--- src/rtl/game_pkg.sv ---
// Shared types and defaults for the pre-game menu controller.
//   menu_state_t : top-level controller states
//   Def*         : default board-size range and button timing
//   cnt_width()  : width of the lockout/repeat counter for a given timing
package game_pkg;

  typedef enum logic [1:0] {
    MENU,
    GAME,
    RELEASE
  } menu_state_t;

  localparam int unsigned DefMinSize      = 2;
  localparam int unsigned DefMaxSize      = 5;
  localparam int unsigned DefDefaultSize  = 2;
  localparam int unsigned DefHoldDelay    = 40_000_000;
  localparam int unsigned DefRepeatCycles = 10_000_000;

  // Enough bits to hold the larger of the two reload values.
  function automatic int unsigned cnt_width(input int unsigned hold, input int unsigned rep);
    int unsigned m;
    m = (hold > rep) ? hold : rep;
    return $clog2(m + 1);
  endfunction

endpackage

--- src/rtl/menu_btn_repeat.sv ---
// Edge detect, bounce lockout and auto-repeat for the top/bottom size buttons.
// Ports:
//   clk, rst          : clock, synchronous active-high reset
//   en                : high only while the menu accepts steps; low clears counter and repeat
//   top, bottom       : raw button levels (top = decrement, bottom = increment)
//   step_inc/step_dec : one-cycle step strobes (combinational, registered by the caller)
module menu_btn_repeat
  import game_pkg::*;
#(
  parameter int unsigned HOLD_DELAY    = DefHoldDelay,
  parameter int unsigned REPEAT_CYCLES = DefRepeatCycles
) (
  input  logic clk,
  input  logic rst,
  input  logic en,
  input  logic top,
  input  logic bottom,
  output logic step_inc,
  output logic step_dec
);

  localparam int unsigned CntW = cnt_width(HOLD_DELAY, REPEAT_CYCLES);
  localparam logic [CntW-1:0] HoldLoad = CntW'(HOLD_DELAY - 1);
  localparam logic [CntW-1:0] RepLoad  = CntW'(REPEAT_CYCLES - 1);

  logic            top_q, bottom_q;
  logic            armed_q, armed_d;
  logic [CntW-1:0] cnt_q, cnt_d;
  logic            inc, dec, held, rise, cnt_zero, fire_first, fire_rep;

  always_comb begin
    // Both buttons together means no direction.
    inc        = bottom & ~top;
    dec        = top & ~bottom;
    held       = inc | dec;
    rise       = (inc & ~bottom_q) | (dec & ~top_q);
    cnt_zero   = (cnt_q == '0);
    fire_first = en & rise & cnt_zero;
    // Repeat only while the button has stayed down since a real step; a press that was
    // locked out, or one held through reset, never starts repeating.
    fire_rep   = en & held & ~rise & armed_q & cnt_zero;
    step_inc   = (fire_first | fire_rep) & inc;
    step_dec   = (fire_first | fire_rep) & dec;

    cnt_d   = cnt_q;
    armed_d = armed_q;
    if (!en) begin
      cnt_d   = '0;
      armed_d = 1'b0;
    end else begin
      if (fire_first) begin
        cnt_d = HoldLoad;
      end else if (fire_rep) begin
        cnt_d = RepLoad;
      end else if (!cnt_zero) begin
        cnt_d = cnt_q - CntW'(1);
      end

      if (!held) begin
        armed_d = 1'b0;
      end else if (fire_first || fire_rep) begin
        armed_d = 1'b1;
      end
    end
  end

  always_ff @(posedge clk) begin
    if (rst) begin
      // Previous samples start high so a button held through reset shows no edge.
      top_q    <= 1'b1;
      bottom_q <= 1'b1;
      armed_q  <= 1'b0;
      cnt_q    <= '0;
    end else begin
      top_q    <= top;
      bottom_q <= bottom;
      armed_q  <= armed_d;
      cnt_q    <= cnt_d;
    end
  end

endmodule

--- src/rtl/game_menu_ctrl.sv ---
// Pre-game menu controller: board-size selection, game start on mouse click, return to
// the menu after game_over once all buttons are released.
// Ports:
//   clk, rst       : clock, synchronous active-high reset
//   top, bottom    : size decrement / increment buttons (levels)
//   mouse_left     : start-game button (level)
//   game_over      : leave the game
//   board_size     : selected board size
//   is_game_on     : high while in GAME
//   start_pulse    : one-cycle pulse on entering GAME
//   size_changed   : one-cycle pulse with each board_size update
module game_menu_ctrl
  import game_pkg::*;
#(
  parameter int unsigned MIN_SIZE      = DefMinSize,
  parameter int unsigned MAX_SIZE      = DefMaxSize,
  parameter int unsigned DEFAULT_SIZE  = DefDefaultSize,
  parameter int unsigned WRAP          = 0,
  parameter int unsigned HOLD_DELAY    = DefHoldDelay,
  parameter int unsigned REPEAT_CYCLES = DefRepeatCycles,
  localparam int unsigned SIZE_W       = $clog2(MAX_SIZE + 1)
) (
  input  logic              clk,
  input  logic              rst,
  input  logic              top,
  input  logic              bottom,
  input  logic              mouse_left,
  input  logic              game_over,
  output logic [SIZE_W-1:0] board_size,
  output logic              is_game_on,
  output logic              start_pulse,
  output logic              size_changed
);

  // One spare bit so MAX+1 and MIN-1 (even with MIN=0) are both detectable.
  localparam int unsigned ExtW = SIZE_W + 1;
  localparam logic [ExtW-1:0] MinExt = ExtW'(MIN_SIZE);
  localparam logic [ExtW-1:0] MaxExt = ExtW'(MAX_SIZE);

  menu_state_t       state_q, state_d;
  logic [SIZE_W-1:0] size_q, size_d;
  logic              on_q, on_d;
  logic              start_q, start_d;
  logic              chg_q, chg_d;
  logic              mouse_q;
  logic              mouse_rise, btn_en, step_inc, step_dec;
  logic [ExtW-1:0]   size_ext, size_next;

  assign mouse_rise = mouse_left & ~mouse_q;
  // A click wins over a same-cycle step.
  assign btn_en     = (state_q == MENU) & ~mouse_rise;

  menu_btn_repeat #(
    .HOLD_DELAY    (HOLD_DELAY),
    .REPEAT_CYCLES (REPEAT_CYCLES)
  ) u_btn (
    .clk      (clk),
    .rst      (rst),
    .en       (btn_en),
    .top      (top),
    .bottom   (bottom),
    .step_inc (step_inc),
    .step_dec (step_dec)
  );

  always_comb begin
    state_d   = state_q;
    size_d    = size_q;
    chg_d     = 1'b0;
    size_ext  = {1'b0, size_q};
    size_next = size_ext;
    if (step_inc) begin
      size_next = size_ext + ExtW'(1);
    end else if (step_dec) begin
      size_next = size_ext - ExtW'(1);
    end

    unique case (state_q)
      MENU: begin
        if (mouse_rise) begin
          state_d = GAME;
        end else if (step_inc || step_dec) begin
          if (size_next >= MinExt && size_next <= MaxExt) begin
            size_d = size_next[SIZE_W-1:0];
            chg_d  = 1'b1;
          end else if (WRAP != 0) begin
            size_d = step_inc ? SIZE_W'(MIN_SIZE) : SIZE_W'(MAX_SIZE);
            chg_d  = 1'b1;
          end
        end
      end
      GAME: begin
        if (game_over) begin
          state_d = RELEASE;
        end
      end
      RELEASE: begin
        if (!(top || bottom || mouse_left)) begin
          state_d = MENU;
        end
      end
      default: state_d = MENU;
    endcase

    on_d    = (state_d == GAME);
    start_d = (state_q == MENU) && (state_d == GAME);
  end

  always_ff @(posedge clk) begin
    if (rst) begin
      state_q <= MENU;
      size_q  <= SIZE_W'(DEFAULT_SIZE);
      on_q    <= 1'b0;
      start_q <= 1'b0;
      chg_q   <= 1'b0;
      mouse_q <= 1'b1;
    end else begin
      state_q <= state_d;
      size_q  <= size_d;
      on_q    <= on_d;
      start_q <= start_d;
      chg_q   <= chg_d;
      mouse_q <= mouse_left;
    end
  end

  assign board_size   = size_q;
  assign is_game_on   = on_q;
  assign start_pulse  = start_q;
  assign size_changed = chg_q;

endmodule

--- config.mk ---
export PLATFORM = sky130hd
export DESIGN_NAME = game_menu_ctrl
export DESIGN_NICKNAME = d
export VERILOG_FILES = /design/src/rtl/game_pkg.sv /design/src/rtl/menu_btn_repeat.sv /design/src/rtl/game_menu_ctrl.sv
export SDC_FILE = /design/constraint.sdc
export NUM_CORES = 1
export LEC_CHECK = 0
export ABC_AREA = 1
export CORE_ASPECT_RATIO = 0.6
export CORE_MARGIN = 8
export CORE_UTILIZATION = 64
export CTS_CLUSTER_SIZE = 12
export DETAILED_ROUTE_END_ITERATION = 10
export PLACE_DENSITY = 0.85
export SLEW_MARGIN = 10
export SYNTH_ARGS = -nofsm -noshare
export SYNTH_HDL_FRONTEND = slang
export SYNTH_SLANG_ARGS = --single-unit
export TNS_END_PERCENT = 50
--- constraint.sdc ---
create_clock -name clk -period 4.3 [get_ports clk]
set_input_delay 0.43 -clock clk [delete_from_list [all_inputs] [get_ports clk]]
set_output_delay 0.43 -clock clk [all_outputs]
set_load 0.01 [all_outputs]
Word-level counts from Yosys, hierarchy flattened
Cells that the tools add are included.
{"block": "classes", "add_sub_neg": 3, "n_mul": 0, "div_mod_pow": 0, "magnitude_cmp": 2, "n_eq_ne": 5, "shift": 0, "n_mux": 10, "bitwise": 28, "n_reduce_logical": 14}
{"cell": "26-bit two-way mux", "count": 3}
{"cell": "26-bit zero test", "count": 1}
{"cell": "26-bit by 1-bit subtractor with 26-bit output (second input constant)", "count": 1}
{"cell": "1-bit bitwise AND", "count": 14}
{"cell": "1-bit NOT", "count": 11}
{"cell": "4-bit two-way mux", "count": 2}
{"cell": "4-bit OR reduction", "count": 2}
{"cell": "2-bit two-way mux", "count": 3}
{"cell": "2-bit case mux with 3 select lines", "count": 1}
{"cell": "3-bit OR reduction", "count": 2}
{"cell": "3-bit by 1-bit adder with 4-bit output (second input constant)", "count": 1}
{"cell": "2-bit by 1-bit == test with 1-bit output (second input constant)", "count": 2}
{"cell": "4-bit by 2-bit >= comparator with 1-bit output (second input constant)", "count": 1}
{"cell": "4-bit by 3-bit <= comparator with 1-bit output (second input constant)", "count": 1}
{"cell": "1-bit logical OR", "count": 4}
{"cell": "4-bit AND reduction", "count": 1}
{"cell": "3-bit by 1-bit subtractor with 4-bit output (second input constant)", "count": 1}
{"cell": "3-bit inequality test (second input constant)", "count": 1}
{"cell": "1-bit OR", "count": 3}
{"cell": "2-bit == test (second input constant)", "count": 1}
{"cell": "1-bit logical AND", "count": 2}
{"cell": "2-bit zero test", "count": 1}
{"cell": "2-bit inequality test (second input constant)", "count": 1}
{"cell": "2-bit OR reduction", "count": 1}
{"cell": "1-bit two-way mux", "count": 1}
{"block": "totals", "reg_bits": 38, "latchBits": 0, "mem_bits_rw": 0, "mem_bits_ro": 0, "input_bits": 6, "output_inout_bits": 6, "wordCells": 74, "mem_count": 0}

Longest topological paths before layout
{"block": "depth", "depth_word": 15, "mapped_depth": 16, "mapped_depth_nobuf": 16}

Cells and area by module
Synthesis repeated with hierarchy kept, for this count alone.
{"block": "hier_totals", "hier_cells": 354, "area_unflattened_um2": 2297.2}
{"mod": "menu_btn_repeat", "instances": 1, "cells_each": 287, "area_each_um2": 1800.5, "seq_area_each_um2": 580.6}
{"mod": "game_menu_ctrl", "instances": 1, "cells_each": 67, "area_each_um2": 496.7, "seq_area_each_um2": 180.2}

Least setup slack after synthesis
Ideal clock, no wire load.
{"block": "synth_timing", "path_kind": "input to register", "start": "in top", "end": "reg size_q[0] (netlist: board_size[0])", "setup_time_ns": 0.115, "arrival_time_ns": 2.025, "required_time_ns": 4.185, "slack_ns": 2.160, "path_stages": 13, "n_path_buf": 0, "cell_sequence": "inv_1 > ha_1 > nand2_1 > nand3b_1 > nor2_1 > nand3_4 > nand2_4 > nand2_4 > or2_0 > nand2_1 > nand3_2 > a21oi_1 > nor2_1"}
{"block": "synth_via", "elab_chain_cells": 15, "elab_cells_between_ends": 24, "classes_between": "order compare (2); mux (2); bitwise (17); reduce/logical (3)"}
{"item": "start, declared", "line": "game_menu_ctrl.sv:25", "rtl": "input logic top,"}
{"item": "1-bit NOT", "line": "menu_btn_repeat.sv:33", "rtl": "inc = bottom & ~top;"}
{"item": "1-bit bitwise AND", "line": "menu_btn_repeat.sv:33"}
{"item": "1-bit bitwise AND", "line": "menu_btn_repeat.sv:36", "rtl": "rise = (inc & ~bottom_q) | (dec & ~top_q);"}
{"item": "1-bit OR", "line": "menu_btn_repeat.sv:36"}
{"item": "1-bit NOT", "line": "menu_btn_repeat.sv:41", "rtl": "fire_rep = en & held & ~rise & armed_q & cnt_zero;"}
{"item": "1-bit bitwise AND (3 in a row)", "line": "menu_btn_repeat.sv:41"}
{"item": "1-bit OR", "line": "menu_btn_repeat.sv:42, menu_btn_repeat.sv:43"}
{"item": "1-bit bitwise AND", "line": "menu_btn_repeat.sv:43", "rtl": "step_dec = (fire_first | fire_rep) & dec;"}
{"item": "4-bit two-way mux", "line": "game_menu_ctrl.sv:74", "rtl": "end else if (step_dec) begin"}
{"item": "4-bit two-way mux", "line": "game_menu_ctrl.sv:72", "rtl": "if (step_inc) begin"}
{"item": "4-bit by 2-bit >= comparator with 1-bit output / 4-bit by 3-bit <= comparator with 1-bit output (equally long branches)", "line": "game_menu_ctrl.sv:83", "rtl": "if (size_next >= MinExt && size_next <= MaxExt) begin"}
{"item": "1-bit logical AND", "line": "game_menu_ctrl.sv:83"}
{"item": "4-bit AND reduction (no source line)"}
{"item": "end signal, assigned", "line": "game_menu_ctrl.sv:112", "rtl": "size_q <= SIZE_W'(DEFAULT_SIZE);"}
{"item": "end signal, assigned", "line": "game_menu_ctrl.sv:119", "rtl": "size_q <= size_d;"}
{"item": "end, declared", "line": "game_menu_ctrl.sv:41", "rtl": "logic [SIZE_W-1:0] size_q, size_d;"}
Parallel ways exist; a longest one is shown, timed or not.
A chain may end at the register's enable or synchronous reset.

Worst setup path after layout
Ends and elaborated chain as after synthesis.

==> out/metrics.cfg <==
[place]
port_buffers=11
gp_congestion=0.8732
hpwlAfterDp_mm=3.568
place_area_um2=2303

[cts]
clock-sinks=38
cts_tree=built
insertion_delay_ns=0.29
post_cts_buffers=0
ctsResizeCount=0
cts-root-buf=clkbuf_8
path_clk_slew_ns=0.07
cts_buffer_depth=2
postCtsHoldBufs=0
ctsHtreeMaxLevel=2
cts_made_buffers=5

[floorplan]
coreArea_um2=3223
num_rows=16
die_h_um=60.88
initial_core_util_pct=66.65
die_area_um2=5528
die_w_um=90.80
io_pins=12

[synth]
synth_edf_count=0
synthTopCellsByArea=dfxtp_1, nand2_1, inv_1, nor2_1, a21oi_1
post-synth-top-area-cell=dfxtp_1
ys_seq_area_share_pct=35.41
synth_top_area_share_pct=35.41
async_flop_share_pct=0
synth_cells=303
synth_ff_type=dfxtp_1
synth_warnings=0
syn_nets=315
synth-seq-cells=38
ys_types=39
avgSynthCellArea_um2=7.090
syn_area_um2=2148

[critical_path]
cp-start-kind=input pin
worst_r2r_path_depth=15
timing.reg2reg.setup_slack_ns=1.99
cp_max_fo=7
rr_startpoint=u_btn.cnt_q[0]$_SDFFE_PP0P_
end_kind=register
cp.arrival_ns=2.85
path_class=in2reg
reg2reg_to=board_size[0]$_SDFFE_PP0P_
crit_required_ns=4.48

[sta]
fmaxAchievable_ghz=0.3749
slew_headroom_pct=52.42
finalSetupViolCount=0
fin_crit_sh_pct=62.03
tightest_slew_ns=0.7111
rsz0062_at_grt=false
tns_ns=0
finalHoldViolCount=0
skew_ns=0.008878
period_minus_slack_ns=2.667
finalMaxSlewViolations=0

[routing]
initialDrtViolationCount=173
drc=0
finalWirelength_mm=4.931
routedWlPerCell_um=13.55
antenna_left=0
first_pass_iters=4
num_vias=2028
drt-vias-per-instance=5.571

[cells_and_area]
layout_commonest_cell=nand2_1
fin_util_pct=74.30
drive_gt1_share_pct=10.34
multi_input_area_um2=1211
top_register=u_btn.cnt_q
fin_area_um2=2395
diodes=0
largest_register_ffs=26
final_cell_mix=nand2_1, inv_1, nor2_1
area_delta_synth_final_pct=11.47
n_fill_cell=263
regArea_um2=760.7
fin_nets=330

[global_route]
grt_max_degree=15
grt_usage_pct=18.01
antenna_found_initial=0
grt_pass1_wl_mm=8.052
grt_remaining_overflow=0
grt_pass1_vias=1728

[pwr]
irDropWorstVdd_v=0.0004951
power_density_nw_per_um2=703.1
p_total_uw=1684
leakagePower_uw=0.001188

[hold_path]
hold_start=u_btn.cnt_q[0]$_SDFFE_PP0P_
min_to=u_btn.cnt_q[0]$_SDFFE_PP0P_
hp-class=reg2reg
worstHoldPathCells=2

[status]
outcome=finished, final reports clean

[flow_run]
max_cap_viol_count=0

## synth_stat cells (all sizes together) (2+ instances only)
library cell,n
clkbuf,3
nand2,59
nor2,48
o31ai,3
nand3,21
nand4,2
a31oi,3
ha,6
or2,5
xor2,5
o211ai,2
nor3b,2
o21ai,11
a21oi,24
nand3b,4
dfxtp,38
a211oi,2
nor3,12
inv,44
## per-layer routing
metal | vias up | GRT usage [%] | part of all wire (%)
li1 | 1025 | - | -
met1 | 928 | 24.13 | 50
met2 | 70 | 27.92 | 43
met3 | 5 | 4.938 | 6.8
met4 | 0 | 5.081 | 0.77
met5 | - | 0 | 0
## worst max-delay path by stage
stage | start | endpoint | slack (ns)
3_5_place_dp | top | board_size[0]$_SDFFE_PP0P_ | 1.37
2_1_floorplan | top | board_size[0]$_SDFFE_PP0P_ | 2.16
4_1_cts | top | board_size[0]$_SDFFE_PP0P_ | 1.66
3_3_place_gp | top | board_size[0]$_SDFFE_PP0P_ | 1.55
6_report | top | board_size[0]$_SDFFE_PP0P_ | 1.63
5_1_grt | bottom | board_size[0]$_SDFFE_PP0P_ | 1.49
## where the power goes
part	internal, uW	switching, uW	leakage, uW
combinational	330	588	0.000830
clock	129	124	0.0000482
sequential	432	80.5	0.000310
## critical path: stages
cell and delay [ns]:
clkdlybuf4s50_1 0.48, inv_1 0.08, ha_1 0.30, nand2_1 0.05, nand3b_1 0.14, nor2_1 0.33
nand3_4 0.14, nand2_4 0.14, nand2_4 0.07, o21ai_1 0.23, nand3_1 0.21, a21oi_1 0.18
nor2_1 0.06
## layout make-up
class	instances	share of cell area [%]
inverter	44	6.897
tap	45	2.351
clock buffer	7	3.605
multi-input combinational	218	50.57
sequential	38	31.77
clock inverter	1	0.2090
timing repair buffer	11	4.598
## kinds of logic after synthesis
| group | Yosys count | share of synthesized area, % |
|---|---|---|
| AO/OA/AOI/OAI | 51 | 13.98 |
| AND/OR/NAND/NOR | 155 | 36.46 |
| buffers and inverters | 47 | 8.212 |
| XOR/XNOR | 6 | 2.446 |
| flip-flops | 38 | 35.41 |
| adder cells (fa/ha/maj) | 6 | 3.494 |
## stage by stage
stage	setup slack, ns	cells	hold slack [ns]
global placement	1.555	356	0.4801
CTS	1.659	364	0.5025
floorplan	2.160	303	0.4570
global route	1.489	364	0.5280
finish	1.633	364	0.4972
detailed placement	1.372	356	0.4880
(Power assumes the default switching activity.)
